File: config.mk
export PLATFORM = sky130hd
export DESIGN_NAME = timer_intr_ctrl
export DESIGN_NICKNAME = d
export VERILOG_FILES = /design/src/rtl/timer_intr_ctrl.sv
export SDC_FILE = /design/constraint.sdc
export NUM_CORES = 1
export LEC_CHECK = 0
export BUFFER_PORTS_ARGS = -buffer_cell sky130_fd_sc_hd__buf_4
export CAP_MARGIN = 0
export CORE_ASPECT_RATIO = 0.8
export CORE_MARGIN = 2
export CORE_UTILIZATION = 34
export DETAILED_ROUTE_END_ITERATION = 6
export PLACE_DENSITY = 0.61
export SYNTH_ARGS = -nofsm -noshare
export SYNTH_HDL_FRONTEND = slang
export SYNTH_SLANG_ARGS = --single-unit
File: constraint.sdc
create_clock -name clk_i -period 2.75 [get_ports clk_i]
set_input_delay 0.275 -clock clk_i [delete_from_list [all_inputs] [get_ports clk_i]]
set_output_delay 0.275 -clock clk_i [all_outputs]
set_load 0.03 [all_outputs]
File: src/rtl/timer_intr_ctrl.sv
// Machine-mode timer/external interrupt source: 64-bit mtime/mtimecmp, ext IRQ sync + edge detect, one-shot pulses gated by mret.
// Optional: define TIMER_PRESCALER_EN for the CTRL[15:8] tick prescaler.
module timer_intr_ctrl #(
    parameter int DW    = 32,
    parameter int ADDRW = 5
) (
    input  logic             clk_i,
    input  logic             rst_i,
    input  logic [ADDRW-1:0] addr_i,
    input  logic             we_i,
    input  logic             re_i,
    input  logic [DW-1:0]    data_i,
    output logic [DW-1:0]    data_o,
    input  logic             ext_irq_i,
    input  logic             is_mret_i,
    output logic             t_intr_o,
    output logic             e_intr_o
);
    typedef enum logic [1:0] {IDLE = 2'd0, FIRE_T = 2'd1, FIRE_E = 2'd2, WAIT = 2'd3} state_t;

    localparam logic [ADDRW-1:0] A_MTIME_LO = ADDRW'(32'h00);
    localparam logic [ADDRW-1:0] A_MTIME_HI = ADDRW'(32'h04);
    localparam logic [ADDRW-1:0] A_CMP_LO   = ADDRW'(32'h08);
    localparam logic [ADDRW-1:0] A_CMP_HI   = ADDRW'(32'h0C);
    localparam logic [ADDRW-1:0] A_CTRL     = ADDRW'(32'h10);
    localparam logic [ADDRW-1:0] A_STATUS   = ADDRW'(32'h14);

    logic [63:0] mtime, mtimecmp;
    logic        en, tie, eie;
    logic        e_pend, svc_ext;
    logic        sync1, sync2, sync3;
    logic        tick, t_pend, ext_rise, e_set, e_clr;
    state_t      state;

    logic wr_mtlo, wr_mthi, wr_cmplo, wr_cmphi, wr_ctrl, wr_stat;
    assign wr_mtlo  = we_i && (addr_i == A_MTIME_LO);
    assign wr_mthi  = we_i && (addr_i == A_MTIME_HI);
    assign wr_cmplo = we_i && (addr_i == A_CMP_LO);
    assign wr_cmphi = we_i && (addr_i == A_CMP_HI);
    assign wr_ctrl  = we_i && (addr_i == A_CTRL);
    assign wr_stat  = we_i && (addr_i == A_STATUS);

`ifdef TIMER_PRESCALER_EN
    logic [7:0] presc, pcnt;
    always_ff @(posedge clk_i) begin
        if (rst_i || wr_ctrl)
            pcnt <= '0;
        else if (en)
            pcnt <= (pcnt == presc) ? 8'd0 : pcnt + 8'd1;
    end
    assign tick = en && (pcnt == presc);
`else
    assign tick = en;
`endif

    // A write to either half freezes the whole counter for that cycle
    always_ff @(posedge clk_i) begin
        if (rst_i) begin
            mtime <= '0;
        end else if (wr_mtlo || wr_mthi) begin
            if (wr_mtlo) mtime[31:0]  <= data_i;
            if (wr_mthi) mtime[63:32] <= data_i;
        end else if (tick) begin
            mtime <= mtime + 64'd1;
        end
    end

    always_ff @(posedge clk_i) begin
        if (rst_i) begin
            mtimecmp <= '1;
            en       <= 1'b0;
            tie      <= 1'b0;
            eie      <= 1'b0;
`ifdef TIMER_PRESCALER_EN
            presc    <= '0;
`endif
        end else begin
            if (wr_cmplo) mtimecmp[31:0]  <= data_i;
            if (wr_cmphi) mtimecmp[63:32] <= data_i;
            if (wr_ctrl) begin
                en  <= data_i[0];
                tie <= data_i[1];
                eie <= data_i[2];
`ifdef TIMER_PRESCALER_EN
                presc <= data_i[15:8];
`endif
            end
        end
    end

    assign t_pend = tie && (mtime >= mtimecmp);

    always_ff @(posedge clk_i) begin
        if (rst_i) begin
            sync1 <= 1'b0;
            sync2 <= 1'b0;
            sync3 <= 1'b0;
        end else begin
            sync1 <= ext_irq_i;
            sync2 <= sync1;
            sync3 <= sync2;
        end
    end

    assign ext_rise = sync2 && !sync3;
    assign e_set    = ext_rise && eie;
    assign e_clr    = (wr_stat && data_i[1]) || (state == WAIT && is_mret_i && svc_ext);

    // Set beats clear when both land in one cycle
    always_ff @(posedge clk_i) begin
        if (rst_i)      e_pend <= 1'b0;
        else if (e_set) e_pend <= 1'b1;
        else if (e_clr) e_pend <= 1'b0;
    end

    always_ff @(posedge clk_i) begin
        if (rst_i) begin
            state    <= IDLE;
            svc_ext  <= 1'b0;
            t_intr_o <= 1'b0;
            e_intr_o <= 1'b0;
        end else begin
            t_intr_o <= 1'b0;
            e_intr_o <= 1'b0;
            case (state)
                IDLE: begin
                    if (t_pend) begin
                        state    <= FIRE_T;
                        svc_ext  <= 1'b0;
                        t_intr_o <= 1'b1;
                    end else if (e_pend) begin
                        state    <= FIRE_E;
                        svc_ext  <= 1'b1;
                        e_intr_o <= 1'b1;
                    end
                end
                FIRE_T, FIRE_E: state <= WAIT;
                WAIT: if (is_mret_i) state <= IDLE;
                default: state <= IDLE;
            endcase
        end
    end

    always_comb begin
        data_o = '0;
        if (re_i) begin
            case (addr_i)
                A_MTIME_LO: data_o = mtime[31:0];
                A_MTIME_HI: data_o = mtime[63:32];
                A_CMP_LO:   data_o = mtimecmp[31:0];
                A_CMP_HI:   data_o = mtimecmp[63:32];
`ifdef TIMER_PRESCALER_EN
                A_CTRL:     data_o = {16'd0, presc, 5'd0, eie, tie, en};
`else
                A_CTRL:     data_o = {29'd0, eie, tie, en};
`endif
                A_STATUS:   data_o = {28'd0, state, e_pend, t_pend};
                default:    data_o = '0;
            endcase
        end
    end
endmodule

# Word-level counts from Yosys, hierarchy flattened
# Index checks and enable logic that the tools add are counted.
[word_totals]
ff_bits = 140
latchBits = 0
ram_bits = 0
mem_bits_ro = 0
in_bits = 43
out_inout_bits = 34
memories = 0
[op_classes]
add_sub_neg = 1
multipliers = 0
div_mod_pow = 0
n_lt_le_gt_ge = 1
n_eq_ne = 12
shift = 0
n_mux = 16
n_bitwise = 1
n_reduce_logical = 27
[ops]
columns = ["operator", "count"]
rows = [
  ["case mux 32 bit (6 select lines)", 1],
  ["two-way mux 64 bit", 2],
  ["two-way mux 32 bit", 3],
  ["adder 64 x 1 -> 64 bit, second input constant", 1],
  ["greater-or-equal comparator 64 bit", 1],
  ["logical AND 1 bit", 12],
  ["equality test 5 x 4 -> 1 bit, second input constant", 2],
  ["equality test 5 bit, second input constant", 2],
  ["AND reduction 2 bit", 4],
  ["two-way mux 1 bit", 6],
  ["two-way mux 2 bit", 3],
  ["inequality test 2 bit, second input constant", 3],
  ["case mux 2 bit (3 select lines)", 1],
  ["nonzero test 2 bit", 3],
  ["equality test 5 x 3 -> 1 bit, second input constant", 1],
  ["zero test 5 bit", 1],
  ["equality test 2 bit, second input constant", 2],
  ["OR reduction 2 bit", 2],
  ["inequality test 3 bit, second input constant", 1],
  ["OR reduction 3 bit", 1],
  ["equality test 2 x 1 -> 1 bit, second input constant", 1],
  ["zero test 2 bit", 1],
  ["logical OR 1 bit", 2],
  ["zero test 1 bit", 1],
  ["inverter 1 bit", 1],
]

# Longest topological paths before layout
[logic_depth]
word_depth = 6
depth_mapped = 9
mapped_depth_nobuf = 9

# Least setup slack after synthesis
# Ideal clock, no wire load.
[synth_timing]
kind = "reg2out"
from = "register mtimecmp[62]"
to = "output data_o[0]"
t_arrival_ps = 2267
slack_ps = 208
path_stages_with_launch = 10
cell_sequence = "dfxtp_1 > inv_1 > ha_1 > nand4_1 > nor4_2 > nand4_1 > a311oi_2 > o41ai_4 > o21a_1 > nor2_1"
[synth_between]
elab_chain_len = 4
[synth_rtl]
columns = ["element", "line_no", "text"]
rows = [
  ["from (decl)", "28", "logic [63:0] mtime, mtimecmp;"],
  ["from (signal assigned)", "79", "if (wr_cmphi) mtimecmp[63:32] <= data_i;"],
  ["greater-or-equal comparator 64 bit", "91", "assign t_pend = tie && (mtime >= mtimecmp);"],
  ["logical AND 1 bit", "91", ""],
  ["case mux 32 bit (6 select lines)", "147", "case (addr_i)"],
  ["two-way mux 32 bit", "146", "if (re_i) begin"],
  ["to (decl)", "13", "output logic [DW-1:0] data_o,"],
]
# Every way passes these cells.

# Worst setup path in the final report
[layout_timing]
from = "register mtimecmp[51]"
to = "output data_o[0]"
# Same word-level chain as after synthesis.

==> impl_metrics.yaml <==
detailed_routing:
  post_drt_wl_per_cell_um: 20.2
  drtAntennaViolNets: 0
  via_per_inst: 5.83
  drc_errors: 0
  drt_wl_total_um: 34100
  drt-initial-drc-count: 931
  vias: 9847
  dr.pass1.iters: 6
floorplan:
  core_um2: 26400
  die_w_um: 188
  num_rows: 53
  ioPinCount: 77
  dieArea_um2: 28300
  initial_core_util_pct: 34.7
  die_y_um: 151
yosys:
  ys_seq_area_share_pct: 30.6
  yosysWarnings: 0
  synthAdderAreaFrac_pct: 9.28
  synthTopCellsByArea: "dfxtp_1 (31%), ha_1 (9.3%), nand2_1 (6.1%)"
  yosys.area.top_type: "dfxtp_1"
  synth-compound-area-share_pct: 30.0
  async_flop_share_pct: 0
  synth_mux_area_share_pct: 0
  synthCells: 1209
  yosys.area.top_type_share_pct: 30.6
  netlist_area_um2: 9160
  synth_seq_cells: 140
  avgSynthCellArea_um2: 7.58
  synth_most_common_cell: "nand2_1"
  synth_commonest_cells: "nand2_1 (149), dfxtp_1 (140), nor2_1 (127), a21oi_1 (89), inv_1 (73)"
  synthSimpleGateAreaFrac_pct: 23.2
  ys_types: 67
  synthFlopType: "dfxtp_1"
  yosys.area_share.xor_xnor_pct: 0.0956
  synth_edf_count: 0
  synth_fp_nets: 1320
  synth_top_family_by_area: "compound AO/OA/AOI/OAI gates"
layout:
  fillers: 2682
  diodes: 0
  area_delta_synth_final_pct: 25.7
  fin_cells: 1688
  fin_nets: 1430
  drive_above_1_share_pct: 21.3
timing:
  timing.final.ws_setup_ns: -0.275
  fmax_ghz: 0.331
  slew_headroom_pct: 37.6
  final.setup.tns_ns: -0.275
  rsz0062_at_grt: "yes"
  holdWs_ns: 0.0497
  worst_pin_slew_ns: 0.936
  finalCritPeriodShare_pct: 110
  slew_viol_final: 0
  hold_viol_final: 0
  worst_clock_skew_ns: 0.0137
  setup_viol: 1
  period_minus_slack_ns: 3.03
power:
  pwr-share-clk_pct: 49.5
  comb_power_share_pct: 8.7
  ir_drop_v: 0.000460
  p_int_mw: 3.67
  power_switching_mw: 1.30
  p_leak_nw: 4.87
  p_per_area_nw_per_um2: 431
  total_power_mw: 4.96
  power.share.switching_pct: 26.1
  p_seq_share_pct: 41.7
cts:
  cts.root.buffer_cell: "clkbuf_16"
  clk_pin_slew_ns: 0.06
  tritoncts: "done"
  clkLatencyLatePin_ns: 0.44
  cts_buffers: 17
  h-tree-depth: 4
  max-clock-path-buffers: 2
  cts_hold_buf: 0
  numClockSinks: 140
global_route:
  overflow: 0
  grt_start_max_net_pins: 84
  met3_usage_pct: 5.93
  met1_usage_pct: 33.5
  antenna_found_initial: 0
  gr-usage-all-layers_pct: 23.7
  met2_usage_pct: 35.8
  grt_busiest_layer: "met2"
  grt_pass1_wl_um: 52000
  grt_pass1_vias: 8996
setup_path:
  r2r-start: "mtimecmp[51]"
  end_kind: "primary output"
  crit_fanout: 2
  crit_start: "mtimecmp[51]"
  worstSetupStartpointType: "flop"
  critPathSlowestCell: "o41ai_4"
  cp_slowest_stage_delay_ns: 0.47
  crit_required_ns: 2.48
  criticalPathCategory: "flop to primary output"
  crit_arrival_ns: 2.75
  worstPathCellList: "inv_1, ha_4, and2_1, a221o_1, a22oi_2, o211ai_1, o41ai_4, o21a_1, nor2_1, buf_4"
run_status:
  failed_checks: "negative setup slack"
  status: "finished with violations"
hold_path:
  min_path_type: "input port to flop"
  min_from: "ext_irq_i"
job:
  maxCapViolations: 0
placed_design:
  io_buffers: 76
  hpwl_um: 24000
  gp_congestion: 0.914
  dp_cells: 1655
==> cell type report <==
cell class / instances / area (um^2) / share of cell area, %
timing repair buffer: 179 / 1380 / 12.0
clock inverter: 12 / 164 / 1.42
multi-input combinational: 908 / 5980 / 51.9
tap: 357 / 447 / 3.88
clock buffer: 19 / 443 / 3.84
sequential: 140 / 2830 / 24.5
inverter: 73 / 274 / 2.38
==> cell families (layout without fill, tap and decap cells) <==
family          after synthesis  after routing
xor+xnor                      1              1
buf+inv                     161            283
simple gates                439            439
fa+ha+maj                    68             68
flops                       140            140
compound gates              400            400
==> metrics by stage <==
step	util (%)	worst slack, ns	area [um^2]
after global placement	40.3	-0.0415	10600
after floorplan	-	0.208	9160
after global routing	43.6	-0.415	11500
after detailed placement	40.3	-0.0904	10600
final	43.6	-0.275	11500
after CTS	43.1	-0.331	11400
==> flip-flops by register name, indices dropped and copies added, names as in the netlist <==
signal / count
mtimecmp: 64
tie: 1
e_pend: 1
t_intr_o: 1
state: 2
sync1: 1
sync3: 1
e_intr_o: 1
svc_ext: 1
mtime: 64
en: 1
sync2: 1
eie: 1
==> layout by cell type (no fill, tap or decap), drive strengths merged, types with 3 or more instances in the layout <==
cell and n:
nand2 149, a22oi 31, ha 68, nor3 19
o221a 5, and2 9, nand2b 4, o21ai 66
bufinv 3, dfxtp 140, o41ai 4, o22ai 6
a21oi 89, nor4 19, clkinvlp 4, a31oi 17
buf 179, and4 10, o31ai 11, nor2 129
nor2b 10, o21a 6, nand3 39, a22o 15
and3 23, clkbuf 19, a21o 11, nand4 21
a221oi 22, a222oi 14, inv 76, a211oi 20
o211ai 65
==> layer usage <==
metal | wire (um) | vias up | share of wire, %
met5 | 0 | - | 0
li1 | - | 4699 | -
met2 | 14500 | 446 | 43
met1 | 15900 | 4656 | 47
met4 | 594 | 0 | 1.7
met3 | 3050 | 46 | 8.9
==> power groups by stage <==
stage          Sequential (mW)  Clock [mW]  Combinational (mW)
2_1_floorplan             2.11           0               0.224
3_3_place_gp              2.11           0               0.414
3_5_place_dp              2.12           0               0.419
4_1_cts                   2.07        2.48               0.424
5_1_grt                   2.07        2.57               0.469
6_report                  2.07        2.46               0.433
==> critical path: cells and delay by family (launching register included) <==
| family | cells | cell delay [ns] |
|---|---|---|
| AO/OA/AOI/OAI | 5 | 1.30 |
| flip-flops | 1 | 0.32 |
| buffers and inverters | 2 | 0.28 |
| adder cells (fa/ha/maj) | 1 | 0.21 |
| AND/OR/NAND/NOR | 2 | 0.20 |
==> final timing paths <==
check / to / slack (ns) / depth (start not counted)
worst min-delay path: sync1 / 0.05 / 2
worst min register to register: sync2 / 0.44 / 1
worst max register to register: state[1] / 0.21 / 10
worst max-delay path: data_o[0] / -0.28 / 10
==> timing repair <==
action,4_1_cts,5_1_grt
setup endpoints to repair,3,3
setup buffers,2,2
pin swaps,19,9
resized for setup,23,28
gates cloned,0,0
(Power assumes the default switching activity.)
